===== config.mk =====
export PLATFORM = sky130hd
export DESIGN_NAME = lampfpu_sqrt_round_pack
export DESIGN_NICKNAME = d
export VERILOG_FILES = /design/src/rtl/lampfpu_sqrt_round_pack.sv
export SDC_FILE = /design/constraint.sdc
export NUM_CORES = 1
export LEC_CHECK = 0
export ABC_AREA = 1
export CAP_MARGIN = 20
export CORE_UTILIZATION = 55
export DETAILED_ROUTE_END_ITERATION = 6
export GPL_TIMING_DRIVEN = 0
export PLACE_DENSITY = 0.82
export SYNTH_ARGS = -nofsm -noshare
export SYNTH_HDL_FRONTEND = slang
export SYNTH_SLANG_ARGS = --single-unit

===== constraint.sdc =====
create_clock -name clk -period 3.5 [get_ports clk]
set_input_delay 0.7 -clock clk [delete_from_list [all_inputs] [get_ports clk]]
set_output_delay 0.7 -clock clk [all_outputs]
set_load 0.02 [all_outputs]

===== src/rtl/lampfpu_sqrt_round_pack.sv =====
// lampfpu_sqrt_round_pack
// Final stage of the square-root unit: rounds the extended significand to
// nearest-even, renormalises on mantissa carry, saturates exponent overflow
// to infinity and packs a {sign, exponent, fraction} float. Packed results
// are buffered in a first-word-fall-through FIFO because the producer cannot
// be stalled.
//
// Ports:
//   clk, rst      clock, synchronous active-high reset
//   valid_i       one-cycle pulse per incoming result
//   isToRound_i   1 = round the result, 0 = special value passed through
//   s_i, e_i, f_i sign, biased exponent, extended significand
//                 f_i = {carry, hidden, fraction, guard, round, sticky}
//   ready_i       consumer takes the head entry while valid_o is high
//   valid_o       FIFO holds at least one entry
//   result_o      packed float at the FIFO head
//   flag_nx_o     inexact flag of the head entry
//   flag_of_o     overflow flag of the head entry
//   count_o       FIFO occupancy
//   overflow_o    sticky, set when a result was dropped on a full FIFO
module lampfpu_sqrt_round_pack #(
   parameter int E_DW  = 8,
   parameter int F_DW  = 7,
   parameter int DEPTH = 4
) (
   input  logic                      clk,
   input  logic                      rst,
   input  logic                      valid_i,
   input  logic                      isToRound_i,
   input  logic                      s_i,
   input  logic [E_DW-1:0]           e_i,
   input  logic [F_DW+4:0]           f_i,
   input  logic                      ready_i,
   output logic                      valid_o,
   output logic [E_DW+F_DW:0]        result_o,
   output logic                      flag_nx_o,
   output logic                      flag_of_o,
   output logic [$clog2(DEPTH):0]    count_o,
   output logic                      overflow_o
);

   localparam int RW = 1 + E_DW + F_DW;   // packed result width
   localparam int EW = RW + 2;            // FIFO entry: {result, nx, of}
   localparam int AW = $clog2(DEPTH);
   localparam int CW = AW + 1;
   localparam int MW = F_DW + 2;          // rounded significand incl. carry
   localparam logic [E_DW-1:0] E_MAX = {E_DW{1'b1}};

   // rounding datapath
   logic            lsb_s, g_s, r_s, st_s, inc_s, nx_s, of_s;
   logic [MW-1:0]   m_s;
   logic [F_DW-1:0] frac_s;
   logic [E_DW:0]   exp_ext_s;
   logic [RW-1:0]   res_s;
   // the incoming carry bit is always 0 and carries no information
   logic            unused_carry_s;

   // stage-1 registers
   logic            s1_valid_r;
   logic [EW-1:0]   s1_entry_r;

   // FIFO
   logic [EW-1:0]   mem_r [DEPTH];
   logic [AW-1:0]   wptr_r, rptr_r;
   logic [CW-1:0]   count_r;
   logic            ovf_r;
   logic            pop_s, full_s, wr_en_s, drop_s;
   logic [EW-1:0]   head_s;

   assign unused_carry_s = f_i[F_DW+4];

   // Round-to-nearest-even, carry renormalisation and overflow saturation
   always_comb begin
      lsb_s     = f_i[3];
      g_s       = f_i[2];
      r_s       = f_i[1];
      st_s      = f_i[0];
      inc_s     = 1'b0;
      nx_s      = 1'b0;
      of_s      = 1'b0;
      frac_s    = '0;
      exp_ext_s = '0;
      res_s     = '0;
      if (isToRound_i) begin
         inc_s = g_s & (r_s | st_s | lsb_s);
         nx_s  = g_s | r_s | st_s;
      end else begin
         inc_s = 1'b0;
         nx_s  = 1'b0;
      end
      m_s = {1'b0, f_i[F_DW+3:3]} + {{(MW-1){1'b0}}, inc_s};
      // a carry out of the hidden bit shifts right by one: fraction becomes 0
      if (m_s[MW-1]) begin
         frac_s    = m_s[F_DW:1];
         exp_ext_s = {1'b0, e_i} + {{E_DW{1'b0}}, 1'b1};
      end else begin
         frac_s    = m_s[F_DW-1:0];
         exp_ext_s = {1'b0, e_i};
      end
      // exp_ext_s is one bit wider, so an all-ones input plus carry is caught too
      if (!isToRound_i) begin
         res_s = {s_i, e_i, f_i[F_DW+2:3]};
      end else if (exp_ext_s >= {1'b0, E_MAX}) begin
         res_s = {s_i, E_MAX, {F_DW{1'b0}}};
         of_s  = 1'b1;
         nx_s  = 1'b1;
      end else begin
         res_s = {s_i, exp_ext_s[E_DW-1:0], frac_s};
      end
   end

   // Stage-1 register: captures the packed result of each valid input
   always_ff @(posedge clk) begin
      if (rst) begin
         s1_valid_r <= 1'b0;
         s1_entry_r <= '0;
      end else begin
         s1_valid_r <= valid_i;
         if (valid_i) begin
            s1_entry_r <= {res_s, nx_s, of_s};
         end else begin
            s1_entry_r <= s1_entry_r;
         end
      end
   end

   // FIFO control: a full FIFO still accepts a write when the head is popped
   always_comb begin
      pop_s   = (count_r != '0) && ready_i;
      full_s  = (count_r == CW'(DEPTH));
      wr_en_s = s1_valid_r && (!full_s || pop_s);
      drop_s  = s1_valid_r && full_s && !pop_s;
   end

   // FIFO storage, pointers, occupancy and sticky drop flag
   always_ff @(posedge clk) begin
      if (rst) begin
         wptr_r  <= '0;
         rptr_r  <= '0;
         count_r <= '0;
         ovf_r   <= 1'b0;
         for (int i = 0; i < DEPTH; i++) begin
            mem_r[i] <= '0;
         end
      end else begin
         if (wr_en_s) begin
            mem_r[wptr_r] <= s1_entry_r;
            wptr_r        <= wptr_r + AW'(1'b1);
         end
         if (pop_s) begin
            rptr_r <= rptr_r + AW'(1'b1);
         end
         if (wr_en_s && !pop_s) begin
            count_r <= count_r + CW'(1'b1);
         end else if (!wr_en_s && pop_s) begin
            count_r <= count_r - CW'(1'b1);
         end else begin
            count_r <= count_r;
         end
         if (drop_s) begin
            ovf_r <= 1'b1;
         end
      end
   end

   assign head_s     = mem_r[rptr_r];
   assign valid_o    = (count_r != '0);
   assign result_o   = head_s[EW-1:2];
   assign flag_nx_o  = head_s[1];
   assign flag_of_o  = head_s[0];
   assign count_o    = count_r;
   assign overflow_o = ovf_r;

endmodule


==> results of run 1 <==
[logic make-up after synthesis]
logic type | after synthesis
AND/OR/NAND/NOR | 215
AO/OA/AOI/OAI | 120
flip-flops | 101
buffers and inverters | 79
XOR/XNOR | 7
adder cells (fa/ha/maj) | 5
[stage by stage]
stage,std cells,area (sq um)
2_1_floorplan,527,4760
3_3_place_gp,677,5350
3_5_place_dp,677,5360
4_1_cts,693,5580
5_1_grt,693,5580
6_report,693,5580
[registers in the layout (all words and copies together), names as in the netlist, named ones only]
| name | count |
|---|---|
| rptr_r | 2 |
| wptr_r | 2 |
| mem_r | 72 |
| s1_valid_r | 1 |
| s1_entry_r | 18 |
| count_o | 3 |
| overflow_o | 1 |
[worst min path at each step]
| stage | start | end | slack [ns] |
|---|---|---|---|
| final | overflow_o | overflow_o | 0.46 |
| after global routing | s1_entry_r[0] | s1_entry_r[0] | 0.50 |
| after CTS | overflow_o | overflow_o | 0.46 |
| after detailed placement | overflow_o | overflow_o | 0.44 |
| after global placement | overflow_o | overflow_o | 0.44 |
| after floorplan | rptr_r[1] | flip-flop | 0.44 |
[final cells by class]
cell class	instances	area, sq um
flip-flops and latches	101	2740
fillers	645	2720
multi-input cells	347	1740
repair buffers	45	450
inverters	54	203
clock buffers	11	174
well taps	105	131
plain buffers	25	104
clock inverters	5	37.5
[where the power goes]
group	switching, uW	total, uW	internal, uW
Combinational	594	975	381
Clock	398	745	348
Sequential	42.2	1410	1360
[Yosys cell counts, types with 3 or more instances]
master / instances / area share, %
nor3_1: 21 / 2.2
o21ai_0: 56 / 5.9
nand3_1: 11 / 1.2
edfxtp_1: 72 / 45
inv_1: 46 / 3.6
xor2_1: 3 / 0.55
o22ai_1: 18 / 2.4
ha_1: 4 / 1.1
dfxtp_1: 29 / 12
inv_2: 6 / 0.47
nand2_2: 5 / 0.66
a21oi_1: 35 / 3.7
nor2_1: 106 / 8.4
nand2_1: 55 / 4.3
nand4_1: 8 / 1.1
buf_1: 4 / 0.32
clkbuf_1: 18 / 1.4
nor2_2: 4 / 0.53
xnor2_1: 3 / 0.55
o221ai_1: 6 / 1.1
[worst max-delay path, delay by kind of cell, from the launching register on]
kind            cells  cell delay, ns
flops               1            0.32
compound gates      2            0.36
buf+inv             4            1.56
[routing by layer]
metal	vias up	GRT usage, %
li1	1914	-
met1	1742	31.5
met2	197	40.1
met3	15	4.47
met4	0	11.5
met5	-	0
==> results.yml, run 1 <==
grt:
  grt_pass1_vias: 3558
  grt_pass1_wl_microns: 16700
  antenna_found_initial: 0
  grt_overflow: 0
  grt_usage_pct: 24.5
  grt_start_max_net_pins: 19
route:
  post_drt_wl_per_cell_microns: 15.2
  first_iter_violations: 282
  via_per_inst: 5.58
  drc: 0
  route.met3.wl_microns: 816
  ant_nets: 0
  vias: 3868
  dr_wl_met2_microns: 5170
  wl_met1_microns: 4400
  top_layer: "met4"
  wirelength_microns: 10600
  first_pass_iters: 5
clock_network:
  clk_pin_slew_ns: 0.10
  cts_setup_buffers: 0
  clock_latency_ns: 0.36
  cts.sinks: 101
  clockRootBuffer: "clkbuf_8"
  cts_tree: "built"
  clock_path_buffers: 2
  cts_resized: 0
  numCtsBuffers: 9
  htreeDepth: 3
  hold_buffers: 0
worst_setup_path:
  cp-end-kind: "output pin"
  r2r_slack_ns: 0.51
  crit-reg2reg-launch: "count_o[0]"
  crit_arrival_ns: 2.61
  crit_path_max_incr_delay_ns: 0.65
  critPathSlowestCell: "clkdlybuf4s50_1"
  worstRegToRegCells: 7
  endpoint: "result_o[6]"
  crit_type: "reg -> out"
  cp_cell_sequence: "clkbuf_1 > inv_1 > clkbuf_1 > o21ai_0 > o22ai_1 > clkdlybuf4s50_1"
  critPathLaunchType: "flip-flop"
  crit_fanout: 10
  critical_path_required_ns: 2.80
  cpMostUsedCell: "clkbuf_1"
  r2r-end: "mem_r[1][5]"
synth:
  synth_area_sq_mm: 0.00476
  synth-simple-area-share_pct: 19.4
  yosys_warnings: 0
  ys.flop_type: "edfxtp_1"
  syn_inst: 527
  avgSynthCellArea_sq_um: 9.04
  synthesis.nets: 558
  synth-seq-cells: 101
  synth-compound-area-share_pct: 13.7
  synth_xor_area_share_pct: 1.44
  yosysSeqAreaShare_pct: 57.6
  synth-adder-area-share_pct: 1.47
  synth_edf_count: 72
  synth_cell_types: 33
  synth_top_family_by_area: "simple AND/OR/NAND/NOR gates"
  synthMuxAreaShare_pct: 0
  async_flop_share_pct: 0
die:
  start_util_pct: 57.4
  fp.dieW_microns: 95.1
  ioPinCount: 49
  core_sq_mm: 0.00830
  fp.dieArea_sq_mm: 0.00904
  rows: 33
  die_h_microns: 95.1
finish:
  post-route-util_pct: 67.2
  antenna_cells: 0
  drive_above_1_share_pct: 7.31
  layout_commonest_cell: "nor2_1"
  final_cell_mix: "106 x nor2_1, 72 x edfxtp_1, 55 x o21ai_0"
  fin_nets: 614
  areaGrowthSynthToFinish_pct: 17.1
pwr:
  p_per_area_mw_per_mm2: 560
  leakagePower_uw: 0.00208
  vdd_drop_max_mv: 0.292
  total_power_uw: 3130
placed_design:
  port_buffers: 45
  pre_cts_ws_ns: -0.139
  gp_congestion: 0.849
  hpwl_microns: 7360
timing:
  rsz0062_at_grt: "false"
  hold_ws_ns: 0.463
  finClkSkew_ns: 0.0181
  min_period_ns: 3.31
  setup_viol: 0
  slew_viol_final: 0
  max_freq_mhz: 303
  tightest_slew_ns: 1.02
  slew_headroom_pct: 32.2
  hold_viol_final: 0
  finalCritPeriodShare_pct: 94.4
  setup_ws_ns: 0.194
  fin_tns_setup_ns: 0
hold_path:
  hold_path.class: "reg -> reg"
  whs_path_depth: 2
status:
  outcome: "complete, no violations"
run:
  drv_cap: 0
Note: power is estimated with default switching activity, not from simulation.
==> inputs of run 2 (changes only) <==
--- a/config.mk
+++ b/config.mk
@@ -6,7 +6,7 @@
 export NUM_CORES = 1
 export LEC_CHECK = 0
 export ABC_AREA = 1
-export CAP_MARGIN = 20
+export CAP_MARGIN = 15
 export CORE_UTILIZATION = 55
 export DETAILED_ROUTE_END_ITERATION = 6
 export GPL_TIMING_DRIVEN = 0
==> results of run 2 <==
Final layout, timing and power as in run 1 (identical DEF).
